<file path="config.mk">
export PLATFORM = sky130hd
export DESIGN_NAME = multi_alarm_scheduler_flat
export DESIGN_NICKNAME = d
export VERILOG_FILES = /design/src/rtl/alarm_pkg.sv /design/src/rtl/multi_alarm_scheduler_if.sv /design/src/rtl/alarm_slot.sv /design/src/rtl/multi_alarm_scheduler.sv /design/src/flat_wrapper.sv
export SDC_FILE = /design/constraint.sdc
export NUM_CORES = 1
export LEC_CHECK = 0
export CORE_ASPECT_RATIO = 1.2
export CORE_UTILIZATION = 49
export DETAILED_ROUTE_END_ITERATION = 10
export DONT_BUFFER_PORTS = 1
export PLACE_DENSITY_LB_ADDON = 0.3
export REMOVE_ABC_BUFFERS = 1
export SYNTH_ARGS = -nofsm -noshare
export SYNTH_HDL_FRONTEND = slang
export SYNTH_SLANG_ARGS = --single-unit
</file>
<file path="constraint.sdc">
create_clock -name clk_i -period 4.9 [get_ports clk_i]
set_clock_uncertainty 0.2 [all_clocks]
set_input_delay 0.735 -clock clk_i [delete_from_list [all_inputs] [get_ports clk_i]]
set_output_delay 0.735 -clock clk_i [all_outputs]
set_load 0.05 [all_outputs]
</file>
<file path="src/rtl/alarm_pkg.sv">
// Shared types and field widths for the multi-slot alarm scheduler.
package alarm_pkg;

  localparam int unsigned DAY_W    = 3;
  localparam int unsigned HOUR_W   = 4;
  localparam int unsigned MIN_W    = 6;
  localparam int unsigned TIMER_W  = 6;
  localparam int unsigned HOUR_MAX = 12;
  localparam int unsigned MIN_MAX  = 59;

  typedef enum logic [1:0] {
    StIdle,
    StRinging,
    StSnoozed
  } state_e;

  // 19-bit slot record: {en, days[6:0], pm, hour, minute}
  typedef struct packed {
    logic              en;
    logic [6:0]        days;
    logic              pm;
    logic [HOUR_W-1:0] hour;
    logic [MIN_W-1:0]  minute;
  } alarm_t;

  function automatic logic time_valid(logic [HOUR_W-1:0] hour, logic [MIN_W-1:0] minute);
    return (hour >= 4'd1) && (32'(hour) <= HOUR_MAX) && (32'(minute) <= MIN_MAX);
  endfunction

  function automatic logic [TIMER_W-1:0] sat_dec(logic [TIMER_W-1:0] t);
    return (t == '0) ? '0 : t - 1'b1;
  endfunction

endpackage

</file>
<file path="src/rtl/multi_alarm_scheduler_if.sv">
// Control/status bundle between the time counter, the scheduler and the display/sound side.
interface multi_alarm_scheduler_if #(
  parameter int unsigned NumAlarms = 7,
  parameter int unsigned IdxW      = $clog2(NumAlarms)
);
  logic                 min_tick;
  logic [2:0]           cur_day;
  logic                 cur_pm;
  logic [3:0]           cur_hour;
  logic [5:0]           cur_min;
  logic                 wr;
  logic [IdxW-1:0]      wr_idx;
  logic                 wr_en;
  logic [6:0]           wr_days;
  logic                 wr_pm;
  logic [3:0]           wr_hour;
  logic [5:0]           wr_min;
  logic                 snooze;
  logic                 stop;
  logic                 mute;
  logic                 sound;
  logic                 active;
  logic [IdxW-1:0]      active_idx;
  logic [2:0]           snooze_left;
  logic [NumAlarms-1:0] pending;
  logic                 wr_err;

  modport master (
    output min_tick, cur_day, cur_pm, cur_hour, cur_min,
    output wr, wr_idx, wr_en, wr_days, wr_pm, wr_hour, wr_min,
    output snooze, stop, mute,
    input  sound, active, active_idx, snooze_left, pending, wr_err
  );

  modport slave (
    input  min_tick, cur_day, cur_pm, cur_hour, cur_min,
    input  wr, wr_idx, wr_en, wr_days, wr_pm, wr_hour, wr_min,
    input  snooze, stop, mute,
    output sound, active, active_idx, snooze_left, pending, wr_err
  );
endinterface

</file>
<file path="src/rtl/alarm_slot.sv">
// One programmable alarm slot: storage register plus minute-tick hit comparator.
module alarm_slot
  import alarm_pkg::*;
(
  input  logic              clk_i,
  input  logic              rst_ni,
  input  logic              we_i,
  input  alarm_t            wdata_i,
  input  logic              min_tick_i,
  input  logic [DAY_W-1:0]  cur_day_i,
  input  logic              cur_pm_i,
  input  logic [HOUR_W-1:0] cur_hour_i,
  input  logic [MIN_W-1:0]  cur_min_i,
  output logic              hit_o
);

  alarm_t     slot_q;
  logic [7:0] days_ext;

  always_ff @(posedge clk_i or negedge rst_ni) begin
    if (!rst_ni) begin
      slot_q <= '0;
    end else if (we_i) begin
      slot_q <= wdata_i;
    end
  end

  // Day 7 does not exist; the padded zero keeps it from ever matching.
  assign days_ext = {1'b0, slot_q.days};

  assign hit_o = min_tick_i && slot_q.en && days_ext[cur_day_i] &&
                 (slot_q.pm == cur_pm_i) && (slot_q.hour == cur_hour_i) &&
                 (slot_q.minute == cur_min_i);

endmodule

</file>
<file path="src/rtl/multi_alarm_scheduler.sv">
// Multi-slot alarm scheduler: per-slot hit detection, lowest-index arbitration,
// and a ring/snooze/auto-stop controller.
module multi_alarm_scheduler
  import alarm_pkg::*;
#(
  parameter int unsigned NumAlarms = 7,
  parameter int unsigned SnoozeMin = 5,
  parameter int unsigned MaxSnooze = 3,
  parameter int unsigned RingMin   = 10
) (
  input logic                     clk_i,
  input logic                     rst_ni,
  multi_alarm_scheduler_if.slave  bus
);

  localparam int unsigned IdxW = $clog2(NumAlarms);

  state_e               state_q, state_d;
  logic [IdxW-1:0]      active_idx_q, active_idx_d;
  logic [2:0]           snooze_left_q, snooze_left_d;
  logic [TIMER_W-1:0]   ring_q, ring_d;
  logic [TIMER_W-1:0]   snz_q, snz_d;
  logic [NumAlarms-1:0] pending_q, pending_d;
  logic                 wr_err_q;

  logic                 wr_ok;
  logic                 cancel;
  logic [NumAlarms-1:0] slot_we;
  logic [NumAlarms-1:0] hits;
  logic [NumAlarms-1:0] grant_mask;
  logic [IdxW-1:0]      grant_idx;
  alarm_t               wdata;

  assign wr_ok = bus.wr && time_valid(bus.wr_hour, bus.wr_min) &&
                 (32'(bus.wr_idx) < NumAlarms);

  assign wdata = '{en: bus.wr_en, days: bus.wr_days, pm: bus.wr_pm,
                   hour: bus.wr_hour, minute: bus.wr_min};

  for (genvar i = 0; i < NumAlarms; i++) begin : g_slot
    assign slot_we[i] = wr_ok && (bus.wr_idx == IdxW'(i));

    alarm_slot u_slot (
      .clk_i      (clk_i),
      .rst_ni     (rst_ni),
      .we_i       (slot_we[i]),
      .wdata_i    (wdata),
      .min_tick_i (bus.min_tick),
      .cur_day_i  (bus.cur_day),
      .cur_pm_i   (bus.cur_pm),
      .cur_hour_i (bus.cur_hour),
      .cur_min_i  (bus.cur_min),
      .hit_o      (hits[i])
    );
  end

  always_comb begin
    grant_idx = '0;
    for (int i = NumAlarms - 1; i >= 0; i--) begin
      if (pending_q[i]) grant_idx = IdxW'(i);
    end
  end

  // Rewriting the owning slot aborts the event exactly like Stop.
  assign cancel = bus.stop || (wr_ok && (bus.wr_idx == active_idx_q));

  always_comb begin
    state_d       = state_q;
    active_idx_d  = active_idx_q;
    snooze_left_d = snooze_left_q;
    ring_d        = ring_q;
    snz_d         = snz_q;
    grant_mask    = '0;

    unique case (state_q)
      StIdle: begin
        if (pending_q != '0) begin
          state_d       = StRinging;
          active_idx_d  = grant_idx;
          grant_mask    = {{(NumAlarms - 1){1'b0}}, 1'b1} << grant_idx;
          snooze_left_d = 3'(MaxSnooze);
          ring_d        = TIMER_W'(RingMin);
        end
      end
      StRinging: begin
        if (cancel) begin
          state_d = StIdle;
        end else if (bus.snooze && (snooze_left_q != '0)) begin
          state_d       = StSnoozed;
          snooze_left_d = snooze_left_q - 3'd1;
          snz_d         = TIMER_W'(SnoozeMin);
        end else if (bus.min_tick) begin
          ring_d = sat_dec(ring_q);
          if (ring_d == '0) state_d = StIdle;
        end
      end
      StSnoozed: begin
        if (cancel) begin
          state_d = StIdle;
        end else if (bus.min_tick) begin
          snz_d = sat_dec(snz_q);
          if (snz_d == '0) begin
            state_d = StRinging;
            ring_d  = TIMER_W'(RingMin);
          end
        end
      end
      default: state_d = StIdle;
    endcase

    if ((state_q != StIdle) && (state_d == StIdle)) begin
      active_idx_d  = '0;
      snooze_left_d = '0;
      ring_d        = '0;
      snz_d         = '0;
    end

    // A write drops any stale hit for that slot, including one landing this cycle.
    pending_d = ((pending_q & ~grant_mask) | hits) & ~slot_we;
  end

  always_ff @(posedge clk_i or negedge rst_ni) begin
    if (!rst_ni) begin
      state_q       <= StIdle;
      active_idx_q  <= '0;
      snooze_left_q <= '0;
      ring_q        <= '0;
      snz_q         <= '0;
      pending_q     <= '0;
      wr_err_q      <= 1'b0;
    end else begin
      state_q       <= state_d;
      active_idx_q  <= active_idx_d;
      snooze_left_q <= snooze_left_d;
      ring_q        <= ring_d;
      snz_q         <= snz_d;
      pending_q     <= pending_d;
      wr_err_q      <= bus.wr && !wr_ok;
    end
  end

  assign bus.sound       = (state_q == StRinging) && !bus.mute;
  assign bus.active      = (state_q != StIdle);
  assign bus.active_idx  = active_idx_q;
  assign bus.snooze_left = snooze_left_q;
  assign bus.pending     = pending_q;
  assign bus.wr_err      = wr_err_q;

endmodule

</file>
<file path="src/flat_wrapper.sv">
// flat-port wrapper written by rule: the top's interface ports become plain ports
module multi_alarm_scheduler_flat import alarm_pkg::*;
#(
  parameter int unsigned NumAlarms = 7,
  parameter int unsigned SnoozeMin = 5,
  parameter int unsigned MaxSnooze = 3,
  parameter int unsigned RingMin   = 10
)
  (clk_i, rst_ni, bus_min_tick, bus_cur_day, bus_cur_pm, bus_cur_hour, bus_cur_min, bus_wr, bus_wr_idx, bus_wr_en, bus_wr_days, bus_wr_pm, bus_wr_hour, bus_wr_min, bus_snooze, bus_stop, bus_mute, bus_sound, bus_active, bus_active_idx, bus_snooze_left, bus_pending, bus_wr_err);
  multi_alarm_scheduler_if #(.NumAlarms(NumAlarms)) bus_i ();
  input logic clk_i;
  input logic rst_ni;
  input wire logic [$bits(bus_i.min_tick)-1:0] bus_min_tick;
  input wire logic [$bits(bus_i.cur_day)-1:0] bus_cur_day;
  input wire logic [$bits(bus_i.cur_pm)-1:0] bus_cur_pm;
  input wire logic [$bits(bus_i.cur_hour)-1:0] bus_cur_hour;
  input wire logic [$bits(bus_i.cur_min)-1:0] bus_cur_min;
  input wire logic [$bits(bus_i.wr)-1:0] bus_wr;
  input wire logic [$bits(bus_i.wr_idx)-1:0] bus_wr_idx;
  input wire logic [$bits(bus_i.wr_en)-1:0] bus_wr_en;
  input wire logic [$bits(bus_i.wr_days)-1:0] bus_wr_days;
  input wire logic [$bits(bus_i.wr_pm)-1:0] bus_wr_pm;
  input wire logic [$bits(bus_i.wr_hour)-1:0] bus_wr_hour;
  input wire logic [$bits(bus_i.wr_min)-1:0] bus_wr_min;
  input wire logic [$bits(bus_i.snooze)-1:0] bus_snooze;
  input wire logic [$bits(bus_i.stop)-1:0] bus_stop;
  input wire logic [$bits(bus_i.mute)-1:0] bus_mute;
  output wire logic [$bits(bus_i.sound)-1:0] bus_sound;
  output wire logic [$bits(bus_i.active)-1:0] bus_active;
  output wire logic [$bits(bus_i.active_idx)-1:0] bus_active_idx;
  output wire logic [$bits(bus_i.snooze_left)-1:0] bus_snooze_left;
  output wire logic [$bits(bus_i.pending)-1:0] bus_pending;
  output wire logic [$bits(bus_i.wr_err)-1:0] bus_wr_err;
  assign bus_i.min_tick = bus_min_tick;
  assign bus_i.cur_day = bus_cur_day;
  assign bus_i.cur_pm = bus_cur_pm;
  assign bus_i.cur_hour = bus_cur_hour;
  assign bus_i.cur_min = bus_cur_min;
  assign bus_i.wr = bus_wr;
  assign bus_i.wr_idx = bus_wr_idx;
  assign bus_i.wr_en = bus_wr_en;
  assign bus_i.wr_days = bus_wr_days;
  assign bus_i.wr_pm = bus_wr_pm;
  assign bus_i.wr_hour = bus_wr_hour;
  assign bus_i.wr_min = bus_wr_min;
  assign bus_i.snooze = bus_snooze;
  assign bus_i.stop = bus_stop;
  assign bus_i.mute = bus_mute;
  assign bus_sound = bus_i.sound;
  assign bus_active = bus_i.active;
  assign bus_active_idx = bus_i.active_idx;
  assign bus_snooze_left = bus_i.snooze_left;
  assign bus_pending = bus_i.pending;
  assign bus_wr_err = bus_i.wr_err;
  multi_alarm_scheduler #(.NumAlarms(NumAlarms), .SnoozeMin(SnoozeMin), .MaxSnooze(MaxSnooze), .RingMin(RingMin)) u_core (.clk_i(clk_i), .rst_ni(rst_ni), .bus(bus_i));
endmodule
</file>
After elaboration in Yosys (flattened, before gate mapping)
Cells that the tools add are included.
W data, S select, Z words.
{ "word_totals": {"register_bits": 161, "output_inout_bits": 16, "word_cells": 224} }
{ "op_classes": {"add_sub_neg": 3, "n_lt_le_gt_ge": 5, "eq_ne": 38, "n_shift": 1, "muxes": 57, "bitwise": 5, "n_reduce_logical": 73} }
{ "op_table": {"columns": ["op", "n"], "rows": [
  ["$mux W6", 15],
  ["$logic_and A1 B1 Y1", 51],
  ["$eq A6 B6 Y1", 7],
  ["$mux W3", 14],
  ["$eq A4 B4 Y1", 7],
  ["$logic_not A6 Y1", 4],
  ["$bmux W1 S3", 7],
  ["$pmux W6 S3", 1],
  ["$mux W2", 8],
  ["$and A7 B7 Y7", 2],
  ["$mux W7", 2],
  ["$not A7 Y7", 2],
  ["$pmux W6 S2", 1],
  ["$sub A6 B1 Y6 const B", 2],
  ["$eq A3 B3 Y1 const B", 3],
  ["$ne A3 B1 Y1 const B", 3],
  ["$ne A3 B3 Y1 const B", 3],
  ["$reduce_bool A3 Y1", 3],
  ["$reduce_and A8 Y1", 1],
  ["$eq A1 B1 Y1", 7],
  ["$mux W1", 7],
  ["$or A7 B7 Y7", 1],
  ["$reduce_bool A7 Y1", 1],
  ["$shl A1 B3 Y7 const A", 1],
  ["other kinds (23)", 29]
]} }

Logic depth before layout (Yosys ltp)
{ "depth": {"word_depth": 14, "depth_mapped": 12, "depth_no_buf": 10} }

Hierarchy
From an unflattened synthesis, not the netlist that was laid out.
{ "hier_totals": {"cells_unflattened": 668, "area_unflattened_um2": 8149.1} }
{ "by_module_without_submodules": {"columns": ["mod", "n_inst", "cells_each", "area_per_inst_um2"], "rows": [
  ["alarm_slot", 7, 61, 880.8],
  ["multi_alarm_scheduler", 1, 241, 1983.2]
]} }

Worst setup path before layout
No wires, ideal clock.
{ "synth_timing": {"path_kind": "register -> register", "start": "register u_core.state_q[1]", "end": "register u_core.ring_q[5]", "setup_time_ns": 0.104, "arrival_time_ns": 2.805, "t_required_ns": 4.596, "path_slack_ns": 1.792, "stages_incl_launch_ff": 13, "path_cell_list": "dfrtp_1 > inv_1 > ha_1 > buf_4 > inv_4 > or3_1 > or3_1 > or4_1 > clkbuf_1 > o2111ai_2 > o41ai_4 > o32a_2 > o41ai_2"} }
{ "synth_rtl": {"columns": ["item", "line", "text"], "rows": [
  ["from (decl)", "multi_alarm_scheduler.sv:18", "state_e state_q, state_d;"],
  ["from (signal assigned)", "multi_alarm_scheduler.sv:124", "state_q <= StIdle;"],
  ["from (signal assigned)", "multi_alarm_scheduler.sv:132", "state_q <= state_d;"],
  ["$reduce_bool A2 Y1 (*)", null, null],
  ["via bus_active", "flat_wrapper.sv:29", "output wire logic [$bits(bus_i.active)-1:0] bus_active;"],
  ["$logic_and A1 B1 Y1 (*)", "multi_alarm_scheduler.sv:111", "if ((state_q != StIdle) && (state_d == StIdle)) begin"],
  ["$ne A3 B3 Y1 (no source line) (tied with other cells)", null, null],
  ["$reduce_and A8 Y1 (no source line)", null, null],
  ["to (signal assigned)", "multi_alarm_scheduler.sv:135", "ring_q <= ring_d;"],
  ["to (decl)", "multi_alarm_scheduler.sv:21", "logic [TIMER_W-1:0] ring_q, ring_d;"]
]} }
The timed path passes the listed nets; every way through them passes the cells marked *.
A chain may end at the register's enable or synchronous reset.

Final worst setup path
Same ends and word-level chain as after synthesis.

==> results.py <==
metrics = {
    "clock_tree": {
        "cts-resized-gates": 0,
        "h-tree-depth": 4,
        "cts_tree": "done",
        "cts_hold_buf": 1,
        "post_cts_buffers": 0,
        "cts_buffer_depth": 2,
        "clk_pin_slew_worst_paths_ns": 0.07,
        "clock-sinks": 161,
        "clkLatencyLatePin_ns": 0.42,
        "cts_buffers": 17,
        "cts_root_buf": "clkbuf_16",
    },
    "yosys": {
        "yosys.area.top_type": "dfrtp_1",
        "synthTopCellsByCount": "dfrtp_1, mux2_2, xor2_1",
        "synth_edf_count": 0,
        "ys_ff_latch": 161,
        "synth_most_common_cell": "dfrtp_1",
        "synth.yosys.seq_area_share": 0.489,
        "syn_inst": 666,
        "post-synth-top-area-fraction": 0.489,
        "syn_avg_cell_area_um2": 12.4,
        "synthTopCellsByArea": "dfrtp_1, mux2_2, xor2_1, xnor2_1, mux4_2",
        "synthArstFlopShare": 1.00,
        "syn-cell-area_um2": 8240,
        "yosysWarnings": 0,
        "synth_flop_cell": "dfrtp_1",
        "synth_cell_type_count": 72,
    },
    "sta": {
        "tns_ns": 0,
        "fin_hold_ws_ns": 0.110,
        "setup_ws_ns": 1.27,
        "fmax_ghz": 0.276,
        "hold_violations": 0,
        "rsz0062_at_grt": "no",
        "finalCriticalPeriod_ns": 3.63,
        "tightest_slew_ns": 1.23,
        "timing.final.crit_share": 0.740,
        "relSlewSlack": 0.181,
        "setup_viol": 0,
        "slew_viol_final": 0,
    },
    "route": {
        "vias": 5274,
        "first_pass_iters": 4,
        "via_per_inst": 6.00,
        "drc": 0,
        "drtAntennaViolNets": 0,
        "top_layer": "met4",
        "wl_met2_um": 9470,
        "wl_met1_um": 7580,
        "routed_wl_um": 18800,
        "wl_per_cell_um": 21.4,
        "drtIter0Drc": 338,
        "met3_length_um": 1170,
    },
    "critical_path": {
        "worstSetupEndpointType": "register",
        "path_max_fanout": 9,
        "arrival_ns": 3.75,
        "crit_start": "u_core.state_q[1]$_DFF_PN0_",
        "regToRegEndpoint": "u_core.ring_q[5]$_DFFE_PN0P_",
        "r2r_slack_ns": 1.27,
        "r2r-start": "u_core.state_q[1]$_DFF_PN0_",
        "reg2reg_depth": 10,
        "startpoint_type": "register",
        "required_ns": 5.02,
        "crit_type": "reg2reg",
    },
    "global_route": {
        "grt_usage": 0.230,
        "grt_start_max_net_pins": 162,
        "grt_first_pass_wirelength_um": 29800,
        "grt_pass1_vias": 5495,
        "antenna_found_initial": 0,
        "overflow": 0,
    },
    "placement": {
        "place_ws_ns": 1.28,
        "place.gp.congestion": 0.909,
        "hpwl_um": 13100,
        "placed_area_um2": 8430,
        "io_buffer_count": 0,
    },
    "power_and_ir_drop": {
        "power.density_nw_per_um2": 481,
        "vdd_drop_max_v": 0.000268,
        "p_leak_nw": 3.73,
    },
    "cells_and_area": {
        "multi_input_area_um2": 4010,
        "register_area_um2": 4030,
        "syn2layout_area_growth_pct": 9.84,
        "diodes": 0,
        "final_area_um2": 9050,
        "final_util": 0.554,
        "nFillCells": 1371,
        "nets": 708,
        "drive_gt1_frac": 0.312,
    },
    "die": {
        "die_height_um": 144,
        "chipWidth_um": 120,
        "std_cell_rows": 51,
        "die_area_um2": 17300,
        "io_pins": 59,
        "coreArea_um2": 16300,
        "start_util": 0.505,
    },
    "run": {
        "maxCapViolations": 0,
    },
    "outcome": {
        "outcome": "completed",
    },
    "worst_hold_path": {
        "hold_class": "in2async",
    },
}
-- area by class of cell --
class                      instances  share of cell area
inverter                          21             0.00898
clock buffer                      18              0.0474
timing repair buffer               7             0.00802
multi-input combinational        447               0.443
tap                              212              0.0293
clock inverter                    13              0.0181
sequential                       161               0.445
-- cells by family (layout without fill, tap and decap cells) --
kind of cell    Yosys count  after routing  synth area share
simple gates            116            116            0.0824
flops                   161            161             0.489
buf+inv                  58             59            0.0284
mux                     148            148             0.211
compound gates           91             91            0.0874
fa+ha+maj                10             10            0.0152
xor+xnor                 82             82            0.0871
-- worst max path at each step --
stage	to	depth (start not counted)	slack, ns
global route	u_core.ring_q[5]$_DFFE_PN0P_	10	1.09
floorplan	u_core.g_slot[1].u_slot.days_ext[0]$_DFFE_PN0P_	5	1.26
global placement	u_core.ring_q[5]$_DFFE_PN0P_	10	1.38
CTS	u_core.ring_q[5]$_DFFE_PN0P_	10	1.27
detailed placement	u_core.ring_q[5]$_DFFE_PN0P_	10	1.28
finish	u_core.ring_q[5]$_DFFE_PN0P_	10	1.27
-- placed cells by master, fill, tap and decap left out, types with 8 or more instances in the layout --
| cell | instances |
|---|---|
| mux2_2 | 133 |
| ha_1 | 10 |
| nand3_1 | 11 |
| dfrtp_1 | 161 |
| clkbuf_16 | 17 |
| inv_1 | 19 |
| xor2_1 | 42 |
| nand4_1 | 11 |
| o211ai_1 | 9 |
| xnor2_1 | 40 |
| mux2i_1 | 8 |
| o2111ai_1 | 8 |
| nand2_1 | 20 |
| nor4_1 | 15 |
| a21oi_1 | 17 |
| nor2_1 | 16 |
| o21ai_0 | 11 |
-- layer usage --
metal / track usage / vias to the layer above
met5: 0 / -
met4: 0.100 / 0
met3: 0.0615 / 31
met2: 0.384 / 159
met1: 0.279 / 2690
li1: - / 2394
-- registers in the layout (all words and copies together), names as in the netlist --
name / flops
u_core.bus.snooze_left: 3
u_core.g_slot.u_slot.days_ext: 49
u_core.state_q: 2
u_core.bus.wr_err: 1
u_core.bus.pending: 7
u_core.snz_q: 6
u_core.g_slot.u_slot.slot_q: 84
u_core.bus.active_idx: 3
u_core.ring_q: 6
-- worst max-delay path, stage by stage, from the launching register on --
cell	delay, ns
dfrtp_1	0.41
inv_1	0.16
ha_1	0.54
inv_4	0.20
or3_1	0.41
or3_1	0.41
or4_1	0.56
o2111ai_2	0.18
o41ai_4	0.19
o32a_2	0.24
o41ai_2	0.05
-- report_power, final --
group / internal, mW / switching, mW
Sequential: 1.66 / 0.279
Combinational: 0.564 / 0.523
Clock: 0.800 / 0.533
Total: 3.02 / 1.34
-- through the flow --
stage / cells / power (mW)
floorplan: 629 / 2.76
global placement: 847 / 2.95
detailed placement: 847 / 3.02
CTS: 879 / 4.39
global route: 879 / 4.58
finish: 879 / 4.35
Power figures use the tool's default switching activity.
